[config.mk]
export PLATFORM = sky130hd
export DESIGN_NAME = draw_pipes
export DESIGN_NICKNAME = d
export VERILOG_FILES = /design/src/rtl/flappy_pkg.sv /design/src/rtl/lfsr16.sv /design/src/rtl/draw_pipes.sv
export SDC_FILE = /design/constraint.sdc
export NUM_CORES = 1
export LEC_CHECK = 0
export CAP_MARGIN = 15
export CORE_ASPECT_RATIO = 1.5
export CORE_MARGIN = 3
export CORE_UTILIZATION = 54
export CTS_CLUSTER_DIAMETER = 120
export DETAILED_ROUTE_END_ITERATION = 10
export PLACE_DENSITY = 0.77
export SLEW_MARGIN = 30
export SYNTH_ARGS = -nofsm -noshare
export SYNTH_HDL_FRONTEND = slang
export SYNTH_SLANG_ARGS = --single-unit
export TNS_END_PERCENT = 10
[constraint.sdc]
create_clock -name clk -period 3.8 [get_ports clk]
set_clock_uncertainty 0.15 [all_clocks]
set_input_delay 0.95 -clock clk [delete_from_list [all_inputs] [get_ports clk]]
set_output_delay 0.95 -clock clk [all_outputs]
set_load 0.005 [all_outputs]
[src/rtl/flappy_pkg.sv]
// Shared constants and types for the flappy pixel pipeline.
// Geometry is kept in signed 12-bit screen coordinates so pipes can slide off the left edge.
package flappy_pkg;

    localparam int H_RES        = 800;
    localparam int V_RES        = 600;
    localparam int N_PIPES      = 3;
    localparam int PIPE_W       = 80;
    localparam int PIPE_SPACING = 300;
    localparam int GAP_H        = 160;
    localparam int GAP_MIN      = 80;
    localparam int LIP_H        = 16;
    localparam int SPEED        = 2;
    localparam int BIRD_X       = 200;

    localparam logic [11:0] PIPE_COLOR = 12'h0A0;
    localparam logic [11:0] LIP_COLOR  = 12'h070;

    localparam logic [15:0] LFSR_SEED = 16'hACE1;
    localparam logic [15:0] LFSR_TAPS = 16'hB400;

    typedef enum logic [1:0] {
        IDLE   = 2'd0,
        RUN    = 2'd1,
        FREEZE = 2'd2
    } game_st_t;

    typedef logic signed [11:0] xpos_t;

    localparam xpos_t SPEED_X    = xpos_t'(SPEED);
    localparam xpos_t PIPE_W_X   = xpos_t'(PIPE_W);
    localparam xpos_t ROTATE_X   = xpos_t'(N_PIPES * PIPE_SPACING);
    localparam xpos_t GAP_H_X    = xpos_t'(GAP_H);
    localparam xpos_t GAP_MIN_X  = xpos_t'(GAP_MIN);
    localparam xpos_t LIP_H_X    = xpos_t'(LIP_H);
    localparam xpos_t BIRD_X_X   = xpos_t'(BIRD_X);
    localparam xpos_t GAP_INIT_X = xpos_t'((V_RES - GAP_H) / 2);

    function automatic xpos_t x_init(input int idx);
        return xpos_t'(H_RES + idx * PIPE_SPACING);
    endfunction

endpackage

[src/rtl/lfsr16.sv]
// 16-bit Galois LFSR (taps 16,14,13,11), free-running while en_i is high.
module lfsr16
    import flappy_pkg::*;
(
    input  logic        clk,
    input  logic        rst,
    input  logic        en_i,
    output logic [15:0] q_o
);

    logic [15:0] q_q;
    logic [15:0] q_d;

    always_comb begin
        q_d = q_q;
        if (en_i) begin
            q_d = {1'b0, q_q[15:1]} ^ (q_q[0] ? LFSR_TAPS : 16'h0000);
        end else begin
            q_d = q_q;
        end
    end

    always_ff @(posedge clk) begin
        if (rst) begin
            q_q <= LFSR_SEED;
        end else begin
            q_q <= q_d;
        end
    end

    assign q_o = q_q;

endmodule

[src/rtl/draw_pipes.sv]
// Overlays scrolling pipe pairs on the background pixel stream with a 2-clock latency.
// Owns pipe positions, gap heights, the game state, the score event and the pipe flag.
module draw_pipes
    import flappy_pkg::*;
(
    input  logic        clk,
    input  logic        rst,
    input  logic        start_i,
    input  logic        freeze_i,
    input  logic [10:0] vin_hcount_i,
    input  logic [10:0] vin_vcount_i,
    input  logic        vin_hsync_i,
    input  logic        vin_vsync_i,
    input  logic        vin_hblnk_i,
    input  logic        vin_vblnk_i,
    input  logic [11:0] rgb_in_i,
    output logic [10:0] vout_hcount_o,
    output logic [10:0] vout_vcount_o,
    output logic        vout_hsync_o,
    output logic        vout_vsync_o,
    output logic        vout_hblnk_o,
    output logic        vout_vblnk_o,
    output logic [11:0] rgb_out_o,
    output logic        pipe_px_o,
    output logic        score_pulse_o
);

    game_st_t           state_q;
    xpos_t              x_q   [N_PIPES];
    xpos_t              gap_q [N_PIPES];
    xpos_t              x_d   [N_PIPES];
    xpos_t              gap_d [N_PIPES];
    logic [N_PIPES-1:0] score_hit_s;
    logic [N_PIPES-1:0] lip_s;
    logic [N_PIPES-1:0] body_s;
    logic [15:0]        lfsr_s;
    logic               lfsr_unused_s;
    logic               frame_tick_s;
    logic               advance_s;
    logic               reinit_s;
    logic               score_pulse_q;
    xpos_t              h_s;
    xpos_t              v_s;

    logic [10:0] s1_hcount_q, s1_vcount_q;
    logic        s1_hsync_q, s1_vsync_q, s1_hblnk_q, s1_vblnk_q;
    logic [11:0] s1_rgb_q;
    logic        s1_lip_q, s1_body_q;

    logic [10:0] s2_hcount_q, s2_vcount_q;
    logic        s2_hsync_q, s2_vsync_q, s2_hblnk_q, s2_vblnk_q;
    logic [11:0] s2_rgb_q;
    logic        s2_px_q;

    lfsr16 u_lfsr (
        .clk  (clk),
        .rst  (rst),
        .en_i (1'b1),
        .q_o  (lfsr_s)
    );

    assign lfsr_unused_s = ^lfsr_s[15:8];

    // Positions move only on the first clock of the vertical blanking interval.
    assign frame_tick_s = (vin_vcount_i == 11'(V_RES)) && (vin_hcount_i == 11'd0);
    assign advance_s    = (state_q == RUN) && frame_tick_s;
    assign reinit_s     = (state_q == FREEZE) && start_i;
    assign h_s          = $signed({1'b0, vin_hcount_i});
    assign v_s          = $signed({1'b0, vin_vcount_i});

    for (genvar i = 0; i < N_PIPES; i++) begin : g_pipe
        xpos_t moved_s;
        xpos_t gap_bot_s;
        logic  wrap_s;
        logic  hit_x_s;
        logic  lip_band_s;

        assign moved_s   = x_q[i] - SPEED_X;
        assign wrap_s    = (moved_s + PIPE_W_X) <= 12'sd0;
        assign x_d[i]    = wrap_s ? (moved_s + ROTATE_X) : moved_s;
        assign gap_d[i]  = wrap_s ? (GAP_MIN_X + $signed({4'h0, lfsr_s[7:0]})) : gap_q[i];
        assign score_hit_s[i] = ((x_q[i] + PIPE_W_X) > BIRD_X_X) && ((moved_s + PIPE_W_X) <= BIRD_X_X);

        assign gap_bot_s  = gap_q[i] + GAP_H_X;
        assign hit_x_s    = (h_s >= x_q[i]) && (h_s < (x_q[i] + PIPE_W_X));
        assign lip_band_s = ((v_s >= (gap_q[i] - LIP_H_X)) && (v_s < gap_q[i])) ||
                            ((v_s >= gap_bot_s) && (v_s < (gap_bot_s + LIP_H_X)));
        assign lip_s[i]   = hit_x_s && lip_band_s;
        assign body_s[i]  = hit_x_s && ((v_s < gap_q[i]) || (v_s >= gap_bot_s));
    end

    // Game state machine; a freeze in RUN takes priority because start is ignored there.
    always_ff @(posedge clk) begin
        if (rst) begin
            state_q <= IDLE;
        end else begin
            case (state_q)
                IDLE:    state_q <= start_i  ? RUN    : IDLE;
                RUN:     state_q <= freeze_i ? FREEZE : RUN;
                FREEZE:  state_q <= start_i  ? IDLE   : FREEZE;
                default: state_q <= IDLE;
            endcase
        end
    end

    // Pipe positions, gap heights and the registered score event.
    always_ff @(posedge clk) begin
        if (rst || reinit_s) begin
            for (int i = 0; i < N_PIPES; i++) begin
                x_q[i]   <= x_init(i);
                gap_q[i] <= GAP_INIT_X;
            end
            score_pulse_q <= 1'b0;
        end else if (advance_s) begin
            for (int i = 0; i < N_PIPES; i++) begin
                x_q[i]   <= x_d[i];
                gap_q[i] <= gap_d[i];
            end
            score_pulse_q <= |score_hit_s;
        end else begin
            score_pulse_q <= 1'b0;
        end
    end

    // Stage 1: register timing, background and the OR-reduced per-pipe hit flags.
    always_ff @(posedge clk) begin
        if (rst) begin
            s1_hcount_q <= 11'd0;
            s1_vcount_q <= 11'd0;
            s1_hsync_q  <= 1'b0;
            s1_vsync_q  <= 1'b0;
            s1_hblnk_q  <= 1'b0;
            s1_vblnk_q  <= 1'b0;
            s1_rgb_q    <= 12'h000;
            s1_lip_q    <= 1'b0;
            s1_body_q   <= 1'b0;
        end else begin
            s1_hcount_q <= vin_hcount_i;
            s1_vcount_q <= vin_vcount_i;
            s1_hsync_q  <= vin_hsync_i;
            s1_vsync_q  <= vin_vsync_i;
            s1_hblnk_q  <= vin_hblnk_i;
            s1_vblnk_q  <= vin_vblnk_i;
            s1_rgb_q    <= rgb_in_i;
            s1_lip_q    <= |lip_s;
            s1_body_q   <= |body_s;
        end
    end

    // Stage 2: composite; lips sit on top of bodies, blanking forces black.
    always_ff @(posedge clk) begin
        if (rst) begin
            s2_hcount_q <= 11'd0;
            s2_vcount_q <= 11'd0;
            s2_hsync_q  <= 1'b0;
            s2_vsync_q  <= 1'b0;
            s2_hblnk_q  <= 1'b0;
            s2_vblnk_q  <= 1'b0;
            s2_rgb_q    <= 12'h000;
            s2_px_q     <= 1'b0;
        end else begin
            s2_hcount_q <= s1_hcount_q;
            s2_vcount_q <= s1_vcount_q;
            s2_hsync_q  <= s1_hsync_q;
            s2_vsync_q  <= s1_vsync_q;
            s2_hblnk_q  <= s1_hblnk_q;
            s2_vblnk_q  <= s1_vblnk_q;
            if (s1_hblnk_q || s1_vblnk_q) begin
                s2_rgb_q <= 12'h000;
                s2_px_q  <= 1'b0;
            end else if (s1_lip_q) begin
                s2_rgb_q <= LIP_COLOR;
                s2_px_q  <= 1'b1;
            end else if (s1_body_q) begin
                s2_rgb_q <= PIPE_COLOR;
                s2_px_q  <= 1'b1;
            end else begin
                s2_rgb_q <= s1_rgb_q;
                s2_px_q  <= 1'b0;
            end
        end
    end

    assign vout_hcount_o = s2_hcount_q;
    assign vout_vcount_o = s2_vcount_q;
    assign vout_hsync_o  = s2_hsync_q;
    assign vout_vsync_o  = s2_vsync_q;
    assign vout_hblnk_o  = s2_hblnk_q;
    assign vout_vblnk_o  = s2_vblnk_q;
    assign rgb_out_o     = s2_rgb_q;
    assign pipe_px_o     = s2_px_q;
    assign score_pulse_o = score_pulse_q;

endmodule

After elaboration in Yosys (flattened, before gate mapping)
Memory sizes are Yosys's and may differ from the RTL's.
Cells that the tools add are included.
{"block": "classes", "bitwise_logic": 8, "reduce_logical": 38, "eq_ne": 3, "n_lt_le_gt_ge": 27, "muxes": 26, "addsub": 22}
{"op": "$mux 12", "count": 12}
{"op": "$ge 12x12->1", "count": 9}
{"op": "$lt 12x12->1", "count": 9}
{"op": "$add 12x8->12 const B", "count": 6}
{"op": "$add 12x11->12 const B", "count": 3}
{"op": "$add 12x6->12 const B", "count": 3}
{"op": "$add 12x9->12 const B", "count": 3}
{"op": "$gt 12x9->1 const B", "count": 3}
{"op": "$le 12x1->1 const B", "count": 3}
{"op": "$le 12x9->1 const B", "count": 3}
{"op": "$sub 12x3->12 const B", "count": 3}
{"op": "$sub 12x6->12 const B", "count": 3}
{"op": "$logic_and 1x1->1", "count": 21}
{"op": "$mux 16", "count": 1}
{"op": "$xor 15x16->16", "count": 1}
{"op": "$reduce_or 3->1", "count": 4}
{"op": "$eq 11x10->1 const B", "count": 1}
{"op": "$logic_not 11->1", "count": 1}
{"op": "$add 7x8->9 const A", "count": 1}
{"op": "$logic_or 1x1->1", "count": 8}
{"op": "$mux 1", "count": 8}
{"op": "$mux 8", "count": 1}
{"op": "$mux 7", "count": 1}
{"op": "$or 1x1->1", "count": 6}
{"op": "8 further kinds", "count": 10}
{"block": "totals", "input_bits": 42, "output_inout_bits": 40, "mem_count": 2, "ramBits": 72, "elab_cells": 148, "reg_bits": 98}
{"memory": "gap_q", "words": 3, "word_bits": 12, "rd": 3, "rd_ports_with_merged_regs": 0, "wr": 3, "line_no": "draw_pipes.sv:30", "source": "xpos_t gap_q [N_PIPES];"}
{"memory": "x_q", "words": 3, "word_bits": 12, "rd": 3, "rd_ports_with_merged_regs": 0, "wr": 3, "line_no": "draw_pipes.sv:29", "source": "xpos_t x_q [N_PIPES];"}

Longest topological paths before layout
Gate-level depths: netlist of run 1.
An unclocked memory read counts as a cell.
{"block": "depth", "word_depth": 8, "ltp_mapped": 13, "mapped_depth_nobuf": 13}

Cells and area by module
A second synthesis of run 1 with hierarchy kept.
{"block": "hier_totals", "hier_cells": 1209, "area_unflattened_um2": 11292.1}
{"mod": "draw_pipes", "seq_area_each_um2": 3443.3, "n_inst": 1, "cells_each": 1153, "area_each_um2": 10662.7}
{"mod": "lfsr16", "seq_area_each_um2": 320.3, "n_inst": 1, "cells_each": 56, "area_each_um2": 629.4}

Least setup slack after synthesis of run 1
OpenSTA, ideal clock, no wires.
{"block": "synth_timing", "path_kind": "register to register", "from": "mem x_q[0][1] in the netlist's numbering", "to": "mem gap_q[0][0] in the netlist's numbering, enable pin", "n_path_buf": 0, "period_less_slack_ns": 4.011, "required_time_ns": 3.263, "arrival_time_ns": 3.473, "slack_ns": -0.211, "path_stages_with_launch": 12, "setup_time_ns": 0.387, "cell_sequence": "edfxtp_1 inv_1 ha_1 or4b_4 nand2_1 ha_1 inv_1 a32o_1 and4bb_1 nor3_1 o41a_1 o21ai_0"}
{"element": "start, declared", "line_no": "draw_pipes.sv:29"}
{"element": "end, declared", "line_no": "draw_pipes.sv:30"}

==> results of run 1 <==
-- cell usage after synthesis (13+ instances only) --
library cell / count / area share
ha_1: 178 / 0.20
dfxtp_1: 98 / 0.17
inv_1: 89 / 0.030
nor2b_1: 85 / 0.047
o21ai_0: 68 / 0.030
nor2_1: 62 / 0.021
edfxtp_1: 60 / 0.16
a21oi_1: 54 / 0.024
nand2_1: 53 / 0.018
xnor2_1: 53 / 0.041
nor3_1: 39 / 0.017
clkbuf_1: 29 / 0.0096
a31oi_1: 21 / 0.012
and2_1: 20 / 0.011
a21o_1: 19 / 0.013
nand3_1: 19 / 0.0084
nand4_1: 19 / 0.011
or3_1: 19 / 0.011
xor2_1: 17 / 0.013
or2_2: 15 / 0.0083
and3_1: 14 / 0.0077
nor4_1: 14 / 0.0077
o21a_1: 14 / 0.0093
o31a_1: 13 / 0.010
-- how the worst max path moves through the flow --
stage                                  start                    endpoint  slack (ns)  cells after the start
floorplan           x_q[0][25]$_SDFFCE_PN0P_  gap_q[0][24]$_SDFFCE_PN0P_       -0.11                     11
global placement             vin_vcount_i[7]    x_q[0][22]$_SDFFCE_PN1P_      -0.008                      6
detailed placement           vin_vcount_i[1]     x_q[0][9]$_SDFFCE_PN1P_       -0.03                      8
CTS                  x_q[0][5]$_SDFFCE_PN1P_   gap_q[0][5]$_SDFFCE_PN0P_        0.12                     10
global route        x_q[0][14]$_SDFFCE_PN1P_  gap_q[0][17]$_SDFFCE_PN0P_      -0.005                     13
finish               x_q[0][1]$_SDFFCE_PN0P_   gap_q[0][5]$_SDFFCE_PN0P_        0.24                     12
-- layer usage --
metal	GRT usage	up-vias	wire [microns]
li1	-	4751	-
met1	0.262	4612	10700
met2	0.481	305	15200
met3	0.0404	123	1160
met4	0.156	0	1800
met5	0	-	0
-- flip-flops by register name, indices dropped and copies added, names as in the netlist --
| name | count |
|---|---|
| x_q | 33 |
| gap_q | 27 |
| u_lfsr.q_o | 16 |
| rgb_out_o | 12 |
| s1_rgb_q | 12 |
| s1_hcount_q | 11 |
| s1_vcount_q | 11 |
| vout_hcount_o | 11 |
| vout_vcount_o | 11 |
| state_q | 2 |
| pipe_px_o | 1 |
| s1_body_q | 1 |
| s1_hblnk_q | 1 |
| s1_hsync_q | 1 |
| s1_lip_q | 1 |
| s1_vblnk_q | 1 |
| s1_vsync_q | 1 |
| score_pulse_o | 1 |
| vout_hblnk_o | 1 |
| vout_hsync_o | 1 |
| vout_vblnk_o | 1 |
| vout_vsync_o | 1 |
-- power by group --
| group | switching (uW) | internal (uW) |
|---|---|---|
| clock | 836 | 900 |
| sequential | 39.3 | 1820 |
| combinational | 361 | 319 |
| total | 1240 | 3040 |
-- repair_timing --
item | in CTS | in global routing
setup endpoints to repair | 0 | 23
endpoints found under the hold margin | 0 | 0
buffers inserted | 0 | 3
gates resized for setup | 0 | 4
-- stage by stage --
step / util / total power [uW] / TNS (ns) / hold WS, ns / worst slack, ns
after global routing: 0.658 / 4450 / -0.0179 / 0.288 / -0.00469
final: 0.658 / 4280 / 0 / 0.270 / 0.237
after global placement: 0.626 / 2540 / -0.0144 / 0.244 / -0.00808
after CTS: 0.656 / 4290 / 0 / 0.271 / 0.116
after detailed placement: 0.626 / 2570 / -0.0505 / 0.253 / -0.0295
after floorplan: - / 2290 / -0.979 / 0.239 / -0.109
-- logic make-up after synthesis --
kind of cell / after synthesis / share of synthesized area
other: 1 / 0.000332
buffers and inverters: 123 / 0.0418
DFF: 158 / 0.333
AOI/OAI and AO/OA: 288 / 0.172
adders and majority gates: 178 / 0.197
and+or+nand+nor: 403 / 0.199
xor gates and xnor gates: 70 / 0.0542
muxes: 3 / 0.00277
-- worst max-delay path, stage by stage (launching register included) --
cell and delay (ns):
edfxtp_1 0.39, inv_1 0.09, ha_1 0.16, or4b_4 0.51, nand2_1 0.17, ha_1 0.19
inv_1 0.06, a32o_1 0.24, and4_1 0.20, nor3_1 0.37, o41a_1 0.45, o21ai_1 0.11
buf_4 0.21
-- layout make-up --
| type | instances | area, sq um | share of cell area |
|---|---|---|---|
| clock buffer | 17 | 425 | 0.0315 |
| clock inverter | 15 | 188 | 0.0139 |
| inverter | 90 | 338 | 0.0250 |
| multi-input combinational | 945 | 7110 | 0.527 |
| sequential | 158 | 3760 | 0.279 |
| tap | 264 | 330 | 0.0245 |
| timing repair buffer | 150 | 1340 | 0.0991 |
==> results by group, run 1 <==
Outcome
  – Status: finished clean

Critical path
  – Crit Path Class: reg -> reg
  – R2R Setup Slk: 0.24 ns
  – CP Max Fanout: 9
  – Worst Reg-to-Reg Cells: 12
  – Crit. End Element: register
  – Worst EP arrival: 3.59 ns
  – CP Launch Type: register
  – RR Startpoint: x_q[0][1]$_SDFFCE_PN0P_
  – Required time of the critical path: 3.83 ns
  – Capture point of the worst reg-to-reg path: gap_q[0][5]$_SDFFCE_PN0P_

Synthesis
  – Avg Inst Size Synth: 9.24 sq um
  – Post-synth EDFFs: 60
  – Cells after Synth: 1224
  – Asr flop ratio synth: 0
  – Synth Register Bits: 158
  – Post-synth cell types: 81
  – Synth Cell Area: 11300 sq um
  – Primary FF master, synth: dfxtp_1
  – Synth warn: 0
  – Post-synthesis sequential area ratio: 0.333

Hold path
  – Min-delay worst type: reg -> reg
  – Hold EP: u_lfsr.q_o[11]$_SDFF_PP1_
  – Hold path depth: 1
  – Hold_sp: u_lfsr.q_o[12]$_SDFF_PP0_

Clocking
  – CTS tree: done
  – CTS Buf Count: 17
  – Worst-Skew Late Latency: 0.44 ns
  – Clk slew on worst S/H paths: 0.08 ns
  – CTS HTree Levels: 4
  – Clock root buffer: clkbuf_16
  – Hold-fix buffers, CTS: 0
  – CTS Sinks: 158
  – Maximum clock path buffer count: 2

Place
  – Placed Area: 12800 sq um
  – Routability cong.: 0.906
  – Detailed placement HPWL: 22.5 mm
  – Placed Instances: 1604
  – Port Buffers: 81

Routing
  – Initial DRC Count: 534
  – First-pass DRT Iterations: 6
  – Routed wire length: 28.9 mm
  – DR DRC count: 0
  – Vias per cell: 5.97
  – Via count: 9791
  – Wire length per cell: 17.6 microns
  – Post-route antenna net violation count: 0

Die
  – Die area: 22800 sq um
  – Row count: 64
  – Starting Density: 0.552
  – Io pins: 82
  – Horiz. Die Dim: 124 microns
  – Die height: 183 microns
  – Core region area: 20500 sq um

STA
  – Slew Limit Headroom: 0.472
  – Slew @ Worst Pin: 0.791 ns
  – Final Cycle Share: 0.938
  – Final Hold Fails: 0
  – Fmax: 0.281 GHz
  – Slew Limit Fails: 0
  – Setup violators final: 0
  – Crit path time final: 3.56 ns

Global routing
  – GRT overflow: 0
  – Largest net degree at the start of global routing: 87
  – Total GRT Usage: 0.258
  – Initial antenna violation count: 0
  – First-pass GRT wire length: 46.1 mm
  – Number of global-route vias before repair: 9723

Power
  – PwrDens: 317 nW/um^2
  – P_leak: 0.00576 uW
  – Worst vdd ir: 278 uV

Layout
  – Ant. Diodes: 0
  – Finished Layout Cells: 1639
  – Fill cells: 1667
  – Most frequent cells in the layout: ha_1, dfxtp_1, inv_1
  – Layout net count: 1582
  – Most common cell after layout, fill and taps aside: ha_1
  – Area growth syn-to-layout: 19.3%
  – Fin area: 13500 sq um
  – Share of cells above drive strength 1: 0.0967

Run
  – Maxcap violations: 0
(Power assumes the default switching activity.)
==> run 2, diff against run 1 <==
--- a/config.mk
+++ b/config.mk
@@ -7,7 +7,7 @@
 export LEC_CHECK = 0
 export CAP_MARGIN = 15
 export CORE_ASPECT_RATIO = 1.5
-export CORE_MARGIN = 3
+export CORE_MARGIN = 1
 export CORE_UTILIZATION = 54
 export CTS_CLUSTER_DIAMETER = 120
 export DETAILED_ROUTE_END_ITERATION = 10
==> run 2 against run 1 <==
Sequential power is essentially flat. Highest routed layer unchanged. Register-to-register slack lost 0.10 ns. Via count shrank 0.34%. Core utilization up 0.34 points. Clock power about the same. First-iteration DRC count down 15%. Hold slack got worse by 0.012 ns. Fmax is 2.8% lower. Routed wire length down 0.37%. Critical path depth down 1. Largest power group unchanged.
==> results by group, run 2 (synthesized netlist as in run 1, its figures left out) <==
Outcome
  – Status: finished clean (unchanged)

Critical path
  – Capture point of the worst reg-to-reg path: x_q[0][5]$_SDFFCE_PN1P_ (was gap_q[0][5]$_SDFFCE_PN0P_)
  – Worst Reg-to-Reg Cells: 11 (was 12)
  – Required time of the critical path: 3.82 ns (was 3.83 ns)
  – Worst EP arrival: 3.69 ns (was 3.59 ns)
  – CP Launch Type: register (unchanged)
  – Crit Path Class: reg -> reg (unchanged)
  – R2R Setup Slk: 0.13 ns (was 0.24 ns)
  – CP Max Fanout: 7 (was 9)
  – Crit. End Element: register (unchanged)
  – RR Startpoint: x_q[0][1]$_SDFFCE_PN0P_ (unchanged)

Power
  – Worst vdd ir: 332 uV (was 278 uV)
  – PwrDens: 316 nW/um^2 (was 317 nW/um^2)
  – P_leak: 0.00580 uW (was 0.00576 uW)
  – Design Power: 4280 uW (about the same)

Clocking
  – Clk slew on worst S/H paths: 0.08 ns (about the same)
  – Maximum clock path buffer count: 2 (unchanged)
  – Worst-Skew Late Latency: 0.44 ns (about the same)
  – Clock root buffer: clkbuf_16 (unchanged)
  – Hold-fix buffers, CTS: 0 (unchanged)
  – CTS Buf Count: 17 (unchanged)
  – CTS tree: done (unchanged)
  – CTS HTree Levels: 4 (unchanged)
  – CTS Sinks: 158 (unchanged)

STA
  – RSZ-0062 raised after global routing: false
  – Setup violators final: 0 (unchanged)
  – Fmax: 0.273 GHz (was 0.281 GHz)
  – Final Cycle Share: 0.965 (was 0.938)
  – Final Hold Fails: 0 (unchanged)
  – Slew Limit Headroom: 0.478 (was 0.472)
  – Slew Limit Fails: 0 (unchanged)
  – Slew @ Worst Pin: 0.783 ns (was 0.791 ns)
  – Post-route setup slack: 0.133 ns (was 0.237 ns)
  – Crit path time final: 3.67 ns (was 3.56 ns)

Global routing
  – Largest net degree at the start of global routing: 87 (unchanged)
  – GRT overflow: 0 (unchanged)
  – First-pass GRT wire length: 45.3 mm (was 46.1 mm)
  – Number of global-route vias before repair: 9478 (was 9723)
  – Total GRT Usage: 0.269 (was 0.258)
  – Initial antenna violation count: 0 (unchanged)

Die
  – Horiz. Die Dim: 120 microns (was 124 microns)
  – Core region area: 20500 sq um (unchanged)
  – Row count: 64 (unchanged)
  – Io pins: 82 (unchanged)
  – Die height: 179 microns (was 183 microns)
  – Die area: 21500 sq um (was 22800 sq um)
  – Starting Density: 0.552 (unchanged)

Routing
  – Vias per cell: 5.94 (was 5.97)
  – Post-route antenna net violation count: 0 (unchanged)
  – Routed wire length: 28.8 mm (was 28.9 mm)
  – Initial DRC Count: 456 (was 534)
  – Via count: 9758 (was 9791)
  – Wire length per cell: 17.5 microns (was 17.6 microns)
  – First-pass DRT Iterations: 8 (was 6)
  – DR DRC count: 0 (unchanged)

Layout
  – Most common cell after layout, fill and taps aside: ha_1 (unchanged)
  – Most frequent cells in the layout: ha_1, dfxtp_1, inv_1 (unchanged)
  – Share of cells above drive strength 1: 0.103 (was 0.0967)
  – Top reg by flops: x_q (unchanged)
  – Area growth syn-to-layout: 19.9% (was 19.3%)
  – Ant. Diodes: 0 (unchanged)
  – Fill cells: 1685 (was 1667)
  – Max reg flops: 33 (unchanged)
  – Register Area: 3760 sq um (unchanged)
  – Layout net count: 1586 (was 1582)
  – Area occupied by multi-input gates: 7150 sq um (was 7110 sq um)

Run
  – Maxcap violations: 0 (unchanged)

Hold path
  – Hold_sp: u_lfsr.q_o[12]$_SDFF_PP0_ (unchanged)
  – Min-delay worst type: reg -> reg (unchanged)
  – Hold path depth: 1 (unchanged)
  – Hold EP: u_lfsr.q_o[11]$_SDFF_PP1_ (unchanged)

Place
  – Port Buffers: 81 (unchanged)
  – Post-placement setup slack: 0.00276 ns (was -0.0295 ns)
  – Detailed placement HPWL: 22.6 mm (was 22.5 mm)
  – Routability cong.: 0.941 (was 0.906)
==> run 2: how the worst max path moves through the flow <==
stage | startpoint | to | cells after the start
final | x_q[0][1]$_SDFFCE_PN0P_ | x_q[0][5]$_SDFFCE_PN1P_ | 11
after detailed placement | x_q[0][1]$_SDFFCE_PN0P_ | x_q[0][5]$_SDFFCE_PN1P_ | 11
after floorplan | x_q[0][25]$_SDFFCE_PN0P_ | gap_q[0][24]$_SDFFCE_PN0P_ | 11
after CTS | x_q[0][1]$_SDFFCE_PN0P_ | x_q[0][5]$_SDFFCE_PN1P_ | 11
after global placement | x_q[0][1]$_SDFFCE_PN0P_ | x_q[0][5]$_SDFFCE_PN1P_ | 10
after global routing | x_q[0][16]$_SDFFCE_PN0P_ | x_q[0][17]$_SDFFCE_PN0P_ | 12
==> run 2: through the flow <==
stage	setup TNS (ns)	hold WS, ns	utilization	instances	cell area (sq um)
after floorplan	-0.979	0.239	-	1226	11300
after detailed placement	0	0.253	0.627	1607	12900
after global placement	0	0.250	0.627	1607	12900
after global routing	0	0.266	0.661	1643	13600
final	0	0.257	0.661	1643	13600
after CTS	0	0.263	0.657	1639	13500
==> run 2: what timing repair did <==
action | in CTS | in global routing
gates resized for setup | 1 | 10
setup buffers | 0 | 4
setup endpoints to repair | 1 | 33
==> run 2: layer usage <==
layer	vias up	wire length (microns)	share of wire	track usage
met5	-	0	0	0
met4	0	1590	0.055	0.166
met3	113	1020	0.036	0.0353
met2	291	15700	0.55	0.530
met1	4597	10500	0.36	0.261
li1	4757	-	-	-
==> run 2: cell type report <==
type,count,share of cell area
tap,264,0.0244
clock buffer,17,0.0314
timing repair buffer,154,0.101
inverter,90,0.0249
multi-input combinational,945,0.527
clock inverter,15,0.0140
sequential,158,0.278
==> run 2: power by group <==
part | switching [uW] | leakage [uW] | internal, uW
Clock | 832 | 0.000296 | 902
Combinational | 359 | 0.00417 | 321
Sequential | 42.0 | 0.00133 | 1820
Total | 1230 | 0.00580 | 3050
==> run 2: critical path: stages (launching register included) <==
cell and delay [ns]:
edfxtp_1 0.47, inv_1 0.13, ha_1 0.17, or4b_4 0.51, or3_1 0.38, a32o_1 0.27
nor4_2 0.26, nor3_2 0.11, o41ai_2 0.39, buf_4 0.22, and4_1 0.23, o21ai_1 0.11
